==> src/rtl/vram_arbiter_if.sv <==
// vram_arbiter_if: requester-side bus of the VRAM arbiter.
//   req_valid/req_write  per-channel request and direction (1 = write)
//   req_addr/req_wdata   flattened per-channel address / write data,
//                        channel k at [k*W +: W]
//   req_ready            one-hot grant back to the requesters
//   rd_valid/rd_data     read completion pulse (owning channel) and data
//   grant_id             index of the current grant, 0 when idle
//   starve_event         pulse when the starvation guard forces a grant
// modport master = requester side, modport slave = arbiter side.
interface vram_arbiter_if #(
  parameter int CHANNELS = 4,
  parameter int ADDR_W   = 16,
  parameter int DATA_W   = 8
);
  logic [CHANNELS-1:0]          req_valid;
  logic [CHANNELS-1:0]          req_write;
  logic [CHANNELS*ADDR_W-1:0]   req_addr;
  logic [CHANNELS*DATA_W-1:0]   req_wdata;
  logic [CHANNELS-1:0]          req_ready;
  logic [CHANNELS-1:0]          rd_valid;
  logic [DATA_W-1:0]            rd_data;
  logic [$clog2(CHANNELS)-1:0]  grant_id;
  logic                         starve_event;

  modport master (
    output req_valid, req_write, req_addr, req_wdata,
    input  req_ready, rd_valid, rd_data, grant_id, starve_event
  );

  modport slave (
    input  req_valid, req_write, req_addr, req_wdata,
    output req_ready, rd_valid, rd_data, grant_id, starve_event
  );
endinterface

==> src/rtl/vram_arbiter.sv <==
// vram_arbiter: N-port arbiter in front of a single-port synchronous VRAM.
// Real-time channels (0..RT_CHANNELS-1) win by fixed priority, the rest share
// by round-robin; an optional starvation guard forces a round-robin grant after
// STARVE_LIMIT consecutive real-time preemptions. Reads return two cycles after
// the grant through a channel-tagged pipeline.
// Ports:
//   clk        system clock
//   reset      asynchronous active-low reset
//   ce         grant enable (read pipeline keeps advancing when low)
//   bus        requester bus (vram_arbiter_if.slave)
//   mem_addr/mem_write/mem_wdata  memory request, zero when idle
//   mem_rdata  synchronous RAM read data (one cycle after address)
module vram_arbiter #(
  parameter int CHANNELS     = 4,
  parameter int RT_CHANNELS  = 1,
  parameter int ADDR_W       = 16,
  parameter int DATA_W       = 8,
  parameter int STARVE_LIMIT = 0
) (
  input  logic                 clk,
  input  logic                 reset,
  input  logic                 ce,
  vram_arbiter_if.slave        bus,
  output logic [ADDR_W-1:0]    mem_addr,
  output logic                 mem_write,
  output logic [DATA_W-1:0]    mem_wdata,
  input  logic [DATA_W-1:0]    mem_rdata
);

  localparam int IW  = $clog2(CHANNELS);
  localparam int NRT = CHANNELS - RT_CHANNELS;
  localparam int SW  = (STARVE_LIMIT > 0) ? $clog2(STARVE_LIMIT + 1) : 1;
  localparam bit GUARD_ON = (STARVE_LIMIT > 0) && (RT_CHANNELS > 0);

  localparam logic [IW-1:0] RR_BASE = IW'(RT_CHANNELS);
  localparam logic [IW-1:0] LAST    = IW'(CHANNELS - 1);
  localparam logic [IW:0]   LAST_X  = (IW+1)'(CHANNELS - 1);
  localparam logic [IW:0]   NRT_X   = (IW+1)'(NRT);
  localparam logic [SW-1:0] LIMIT   = SW'(STARVE_LIMIT);

  logic [IW-1:0]       rr_ptr;
  logic [SW-1:0]       starve_ctr;
  logic                rd1_valid;
  logic [IW-1:0]       rd1_id;
  logic [CHANNELS-1:0] rd_valid_q;
  logic [DATA_W-1:0]   rd_data_q;

  logic          rt_any, rr_any, force_rr;
  logic [IW-1:0] rt_idx, rr_idx;
  logic [IW:0]   rr_sum;
  logic          gnt_any, gnt_rr, gnt_write;
  logic [IW-1:0] gnt_idx;

  // Candidate search. Both loops run downward so the lowest index / the
  // smallest offset from rr_ptr is the last assignment and therefore wins.
  always_comb begin
    rt_any = 1'b0;
    rt_idx = '0;
    for (int i = RT_CHANNELS - 1; i >= 0; i--) begin
      if (bus.req_valid[i]) begin
        rt_any = 1'b1;
        rt_idx = IW'(i);
      end
    end

    rr_any = 1'b0;
    rr_idx = '0;
    rr_sum = '0;
    for (int i = NRT - 1; i >= 0; i--) begin
      // rr_ptr + offset can exceed CHANNELS-1 by less than NRT, so a single
      // subtraction wraps it back into the non-RT range.
      rr_sum = {1'b0, rr_ptr} + (IW+1)'(i);
      if (rr_sum > LAST_X) rr_sum = rr_sum - NRT_X;
      if (bus.req_valid[rr_sum[IW-1:0]]) begin
        rr_any = 1'b1;
        rr_idx = rr_sum[IW-1:0];
      end
    end
  end

  // Guard only matters when a real-time channel would otherwise win.
  assign force_rr = GUARD_ON && (starve_ctr == LIMIT) && rt_any && rr_any;

  always_comb begin
    gnt_any = 1'b0;
    gnt_rr  = 1'b0;
    gnt_idx = '0;
    if (ce && reset) begin
      if (force_rr) begin
        gnt_any = 1'b1;
        gnt_rr  = 1'b1;
        gnt_idx = rr_idx;
      end else if (rt_any) begin
        gnt_any = 1'b1;
        gnt_idx = rt_idx;
      end else if (rr_any) begin
        gnt_any = 1'b1;
        gnt_rr  = 1'b1;
        gnt_idx = rr_idx;
      end
    end
  end

  assign gnt_write = bus.req_write[gnt_idx];

  always_comb begin
    mem_addr  = '0;
    mem_wdata = '0;
    mem_write = 1'b0;
    for (int i = 0; i < CHANNELS; i++) begin
      if (gnt_any && (gnt_idx == IW'(i))) begin
        mem_addr  = bus.req_addr[i*ADDR_W +: ADDR_W];
        mem_wdata = bus.req_wdata[i*DATA_W +: DATA_W];
        mem_write = gnt_write;
      end
    end
  end

  assign bus.req_ready    = gnt_any ? (CHANNELS'(1) << gnt_idx) : '0;
  assign bus.grant_id     = gnt_idx;
  assign bus.starve_event = gnt_any && force_rr;
  assign bus.rd_valid     = rd_valid_q;
  assign bus.rd_data      = rd_data_q;

  always_ff @(posedge clk or negedge reset) begin
    if (!reset) begin
      rr_ptr     <= RR_BASE;
      starve_ctr <= '0;
      rd1_valid  <= 1'b0;
      rd1_id     <= '0;
      rd_valid_q <= '0;
      rd_data_q  <= '0;
    end else begin
      if (gnt_any && gnt_rr) begin
        rr_ptr <= (gnt_idx == LAST) ? RR_BASE : gnt_idx + 1'b1;
      end

      if (GUARD_ON) begin
        if (gnt_any && gnt_rr) begin
          starve_ctr <= '0;
        end else if (gnt_any && rr_any && (starve_ctr != LIMIT)) begin
          starve_ctr <= starve_ctr + 1'b1;
        end
      end

      // Read pipeline advances every cycle, independent of ce.
      rd1_valid  <= gnt_any && !gnt_write;
      rd1_id     <= gnt_idx;
      rd_valid_q <= rd1_valid ? (CHANNELS'(1) << rd1_id) : '0;
      if (rd1_valid) rd_data_q <= mem_rdata;
    end
  end

endmodule

==> src/flat_wrapper.sv <==
// flat-port wrapper written by rule: the top's interface ports become plain ports
module vram_arbiter_flat 
#(
  parameter int CHANNELS     = 4,
  parameter int RT_CHANNELS  = 1,
  parameter int ADDR_W       = 16,
  parameter int DATA_W       = 8,
  parameter int STARVE_LIMIT = 0
)
  (clk, reset, ce, mem_addr, mem_write, mem_wdata, mem_rdata, bus_req_valid, bus_req_write, bus_req_addr, bus_req_wdata, bus_req_ready, bus_rd_valid, bus_rd_data, bus_grant_id, bus_starve_event);
  vram_arbiter_if #(.CHANNELS(CHANNELS), .ADDR_W(ADDR_W), .DATA_W(DATA_W)) bus_i ();
  input  logic clk;
  input  logic reset;
  input  logic ce;
  output logic [ADDR_W-1:0] mem_addr;
  output logic mem_write;
  output logic [DATA_W-1:0] mem_wdata;
  input  logic [DATA_W-1:0] mem_rdata;
  input wire logic [$bits(bus_i.req_valid)-1:0] bus_req_valid;
  input wire logic [$bits(bus_i.req_write)-1:0] bus_req_write;
  input wire logic [$bits(bus_i.req_addr)-1:0] bus_req_addr;
  input wire logic [$bits(bus_i.req_wdata)-1:0] bus_req_wdata;
  output wire logic [$bits(bus_i.req_ready)-1:0] bus_req_ready;
  output wire logic [$bits(bus_i.rd_valid)-1:0] bus_rd_valid;
  output wire logic [$bits(bus_i.rd_data)-1:0] bus_rd_data;
  output wire logic [$bits(bus_i.grant_id)-1:0] bus_grant_id;
  output wire logic [$bits(bus_i.starve_event)-1:0] bus_starve_event;
  assign bus_i.req_valid = bus_req_valid;
  assign bus_i.req_write = bus_req_write;
  assign bus_i.req_addr = bus_req_addr;
  assign bus_i.req_wdata = bus_req_wdata;
  assign bus_req_ready = bus_i.req_ready;
  assign bus_rd_valid = bus_i.rd_valid;
  assign bus_rd_data = bus_i.rd_data;
  assign bus_grant_id = bus_i.grant_id;
  assign bus_starve_event = bus_i.starve_event;
  vram_arbiter #(.CHANNELS(CHANNELS), .RT_CHANNELS(RT_CHANNELS), .ADDR_W(ADDR_W), .DATA_W(DATA_W), .STARVE_LIMIT(STARVE_LIMIT)) u_core (.clk(clk), .reset(reset), .ce(ce), .bus(bus_i), .mem_addr(mem_addr), .mem_write(mem_write), .mem_wdata(mem_wdata), .mem_rdata(mem_rdata));
endmodule
==> config.mk <==
export PLATFORM = sky130hd
export DESIGN_NAME = vram_arbiter_flat
export DESIGN_NICKNAME = d
export VERILOG_FILES = /design/src/rtl/vram_arbiter_if.sv /design/src/rtl/vram_arbiter.sv /design/src/flat_wrapper.sv
export SDC_FILE = /design/constraint.sdc
export NUM_CORES = 1
export LEC_CHECK = 0
export CAP_MARGIN = 40
export CORE_MARGIN = 10
export CORE_UTILIZATION = 34
export DETAILED_ROUTE_END_ITERATION = 7
export GPL_TIMING_DRIVEN = 1
export HOLD_SLACK_MARGIN = 0.15
export PLACE_DENSITY = 0.82
export SLEW_MARGIN = 25
export SYNTH_ARGS = -nofsm -noshare
export SYNTH_HDL_FRONTEND = slang
export SYNTH_SLANG_ARGS = --single-unit
==> constraint.sdc <==
create_clock -name clk -period 4.42 [get_ports clk]
set_input_delay 0.663 -clock clk [delete_from_list [all_inputs] [get_ports clk]]
set_output_delay 0.663 -clock clk [all_outputs]
set_load 0.005 [all_outputs]
==> reports/qor.yml <==
r2r_start: "u_core.rr_ptr[0]"
seq_area_um2: 427
avgSynthCellArea_um2: 7.13
clockBufferDepth: 2
r2r_setup_slack_ps: 1660
clk_latency_ps: 250
cts.sinks: 17
drv_cap: 0
dieArea_um2: 9460
hold_depth: 1
critPathMaxFanout: 21
power_leakage_nw: 1.73
area_growth_pct: 101
syn_inst: 285
fill_cells: 482
yosys.area.top_type: "dfrtp_1"
synth.net_count: 406
fmax_mhz: 235
tns_ps: 0
vias_per_cell: 5.08
path_clk_slew_ps: 70
coreArea_um2: 5850
place.gp.congestion: 0.819
cts_root_buf: "clkbuf_8"
gr-usage-all-layers_pct: 17.4
grt_first_pass_wirelength_mm: 14.0
grt_start_max_net_pins: 44
slowest_delay_ps: 510
die_h_um: 97.3
status: "completed"
slew-limit-headroom_pct: 63.8
cp_common_cell: "a21oi_1"
cpMaxStageDelayCell: "clkdlybuf4s50_1"
dr_wl_met3_um: 974
wirelength_mm: 8.99
cts_buffers: 3
drtIter0Drc: 68
peakVddDrop_uv: 209
multi_input_area_um2: 1600
drc: 0
synth_top_area_share_pct: 19.7
critPathRequiredTime_ps: 3760
pre_cts_ws_ps: -285
ctsHoldBuffers: 0
synth_area_leaders: "dfrtp_1 (20%), a21oi_1 (11%), nand2_1 (8.3%)"
r2r_end: "u_core.rr_ptr[0]"
postRouteAntennaNets: 0
synth.most_common_cell: "a21oi_1"
synth_async_sr_flop_share_pct: 100
worst_slew_pin_slew_ps: 542
cp-end-kind: "primary output"
die_x_um: 97.3
fin_nets: 580
met1_length_mm: 3.46
worst_r2r_path_depth: 11
ys.flop_type: "dfrtp_1"
num_vias: 2707
post_cts_buffers: 0
finalSetupViolCount: 0
wire_per_inst_um: 16.9
cts_tree: "done"
dr.pass1.iters: 4
period_share_pct: 96.3
grt_pass1_vias: 2877
rows: 28
holdCritStartpoint: "u_core.rd1_id[1]"
post-route-min-period_ps: 4250
yosys_warnings: 0
synth_edf_count: 0
holdPathEnd: "u_core.bus.rd_valid[1]"
ys_seq_area_share_pct: 21.0
power_density_nw_per_um2: 308
yosys-top-cells-count: "a21oi_1 (46), nand2_1 (45), nor2b_1 (24), o21ai_0 (24), nand3b_1 (20)"
port_buffers: 157
finalWorstSetupSlack_ps: 165
overflow: 0
antenna_cells: 0
maxSlewViolCount: 0
total_power_mw: 1.26
synth.distinct_cells: 52
start_util_pct: 34.7
antenna_found_initial: 0
synth_area_um2: 2030
drive_gt1_share_pct: 16.6
met2_length_mm: 4.51
clock_skew_ps: 7.77
rsz0062_at_grt: "no"
cts_htree_levels: 1
place_hpwl_mm: 7.20
finalHoldViolCount: 0
crit_chain: "clkdlybuf4s50_1, a21boi_2, o21bai_1, a311o_4, or3_4, ha_4, clkbuf_16, nand3b_1, a21oi_1, a21oi_1, o21ai_0, nor2b_1, dlygate4sd2_1"
ys_ff_latch: 17
routed.top_layer: "met4"
path_class: "input pin to primary output"
cp.arrival_ps: 3590
io_pins: 159
critPathLaunchType: "input pin"
hold_class: "flip-flop to flip-flop"
final_util_pct: 69.8
## repair_timing
action                                  CTS  global route
cloned                                    0             1
gates resized for setup                  36            20
endpoints found under the setup margin   25            26
## worst max path at each step
| stage | from | endpoint | slack [ps] | cells past startpoint |
|---|---|---|---|---|
| finish | bus_req_valid[3] | mem_addr[4] | 170 | 13 |
| CTS | bus_req_valid[3] | mem_wdata[1] | -60 | 13 |
| global route | bus_req_valid[3] | mem_addr[14] | 1 | 14 |
| global placement | bus_req_valid[3] | mem_addr[3] | -130 | 13 |
| detailed placement | bus_req_valid[3] | mem_addr[15] | -280 | 13 |
| floorplan | u_core.rr_ptr[0] | mem_addr[15] | 490 | 14 |
## state kept, by name, summed over array words and instances (netlist names)
signal / cells
u_core.rr_ptr: 2
u_core.rd1_id: 2
u_core.rd1_valid: 1
u_core.bus.rd_data: 8
u_core.bus.rd_valid: 4
## critical path: cells and delay by family
kind / cells / cell delay (ps)
adder cells (fa/ha/maj): 1 / 200
AND/OR/NAND/NOR: 3 / 720
buffers and inverters: 3 / 960
AO/OA/AOI/OAI: 6 / 1040
## power breakdown
group / switching, mW / internal (mW)
combinational: 0.382 / 0.527
clock: 0.0481 / 0.0623
sequential: 0.0315 / 0.208
total: 0.462 / 0.797
## metal layers
metal,GRT usage (%),vias to the layer above
li1,-,1344
met1,18.3,1238
met2,31.6,121
met3,7.61,4
met4,2.68,0
met5,0,-
## per-stage QoR
step                      instance area [µm²]  cells  hold slack (ps)
after floorplan                          2030    285              367
after global placement                   3890    528              446
after detailed placement                 3890    528              457
after CTS                                3960    532              469
after global routing                     4090    533              505
final                                    4090    533              485
## cells in the final DEF (no fill, tap or decap), drive strengths merged, types with 2 or more instances in the layout
cell	instances
a21oi	46
o31ai	2
a221oi	4
nor2b	24
and2	4
o21ai	24
dlygate4sd2	23
nand3b	20
dlymetal6s2s	3
ha	6
o21bai	2
dfrtp	16
inv	10
mux2	9
and3	2
nor2	18
nand2	45
buf	34
clkdlybuf4s50	130
nor3	4
clkbuf	4
## cells by family (layout without fill, tap and decap cells)
family | Yosys count | count (layout) | share of synthesized area [%]
adder cells (fa/ha/maj) | 6 | 6 | 3.70
multiplexers | 11 | 11 | 6.59
AO/OA/AOI/OAI | 90 | 90 | 27.2
buffers and inverters | 33 | 206 | 7.15
flip-flops | 17 | 17 | 21.0
other | 1 | 1 | 0.185
AND/OR/NAND/NOR | 127 | 127 | 34.1
## area by class of cell
| type | instances | share of cell area, % |
|---|---|---|
| timing repair buffer | 192 | 46.1 |
| multi-input combinational | 235 | 39.1 |
| sequential | 17 | 10.4 |
| tap | 75 | 2.30 |
| clock buffer | 3 | 1.01 |
| inverter | 10 | 0.919 |
| clock inverter | 1 | 0.123 |
No activity file was read; power rests on OpenSTA's default activity.
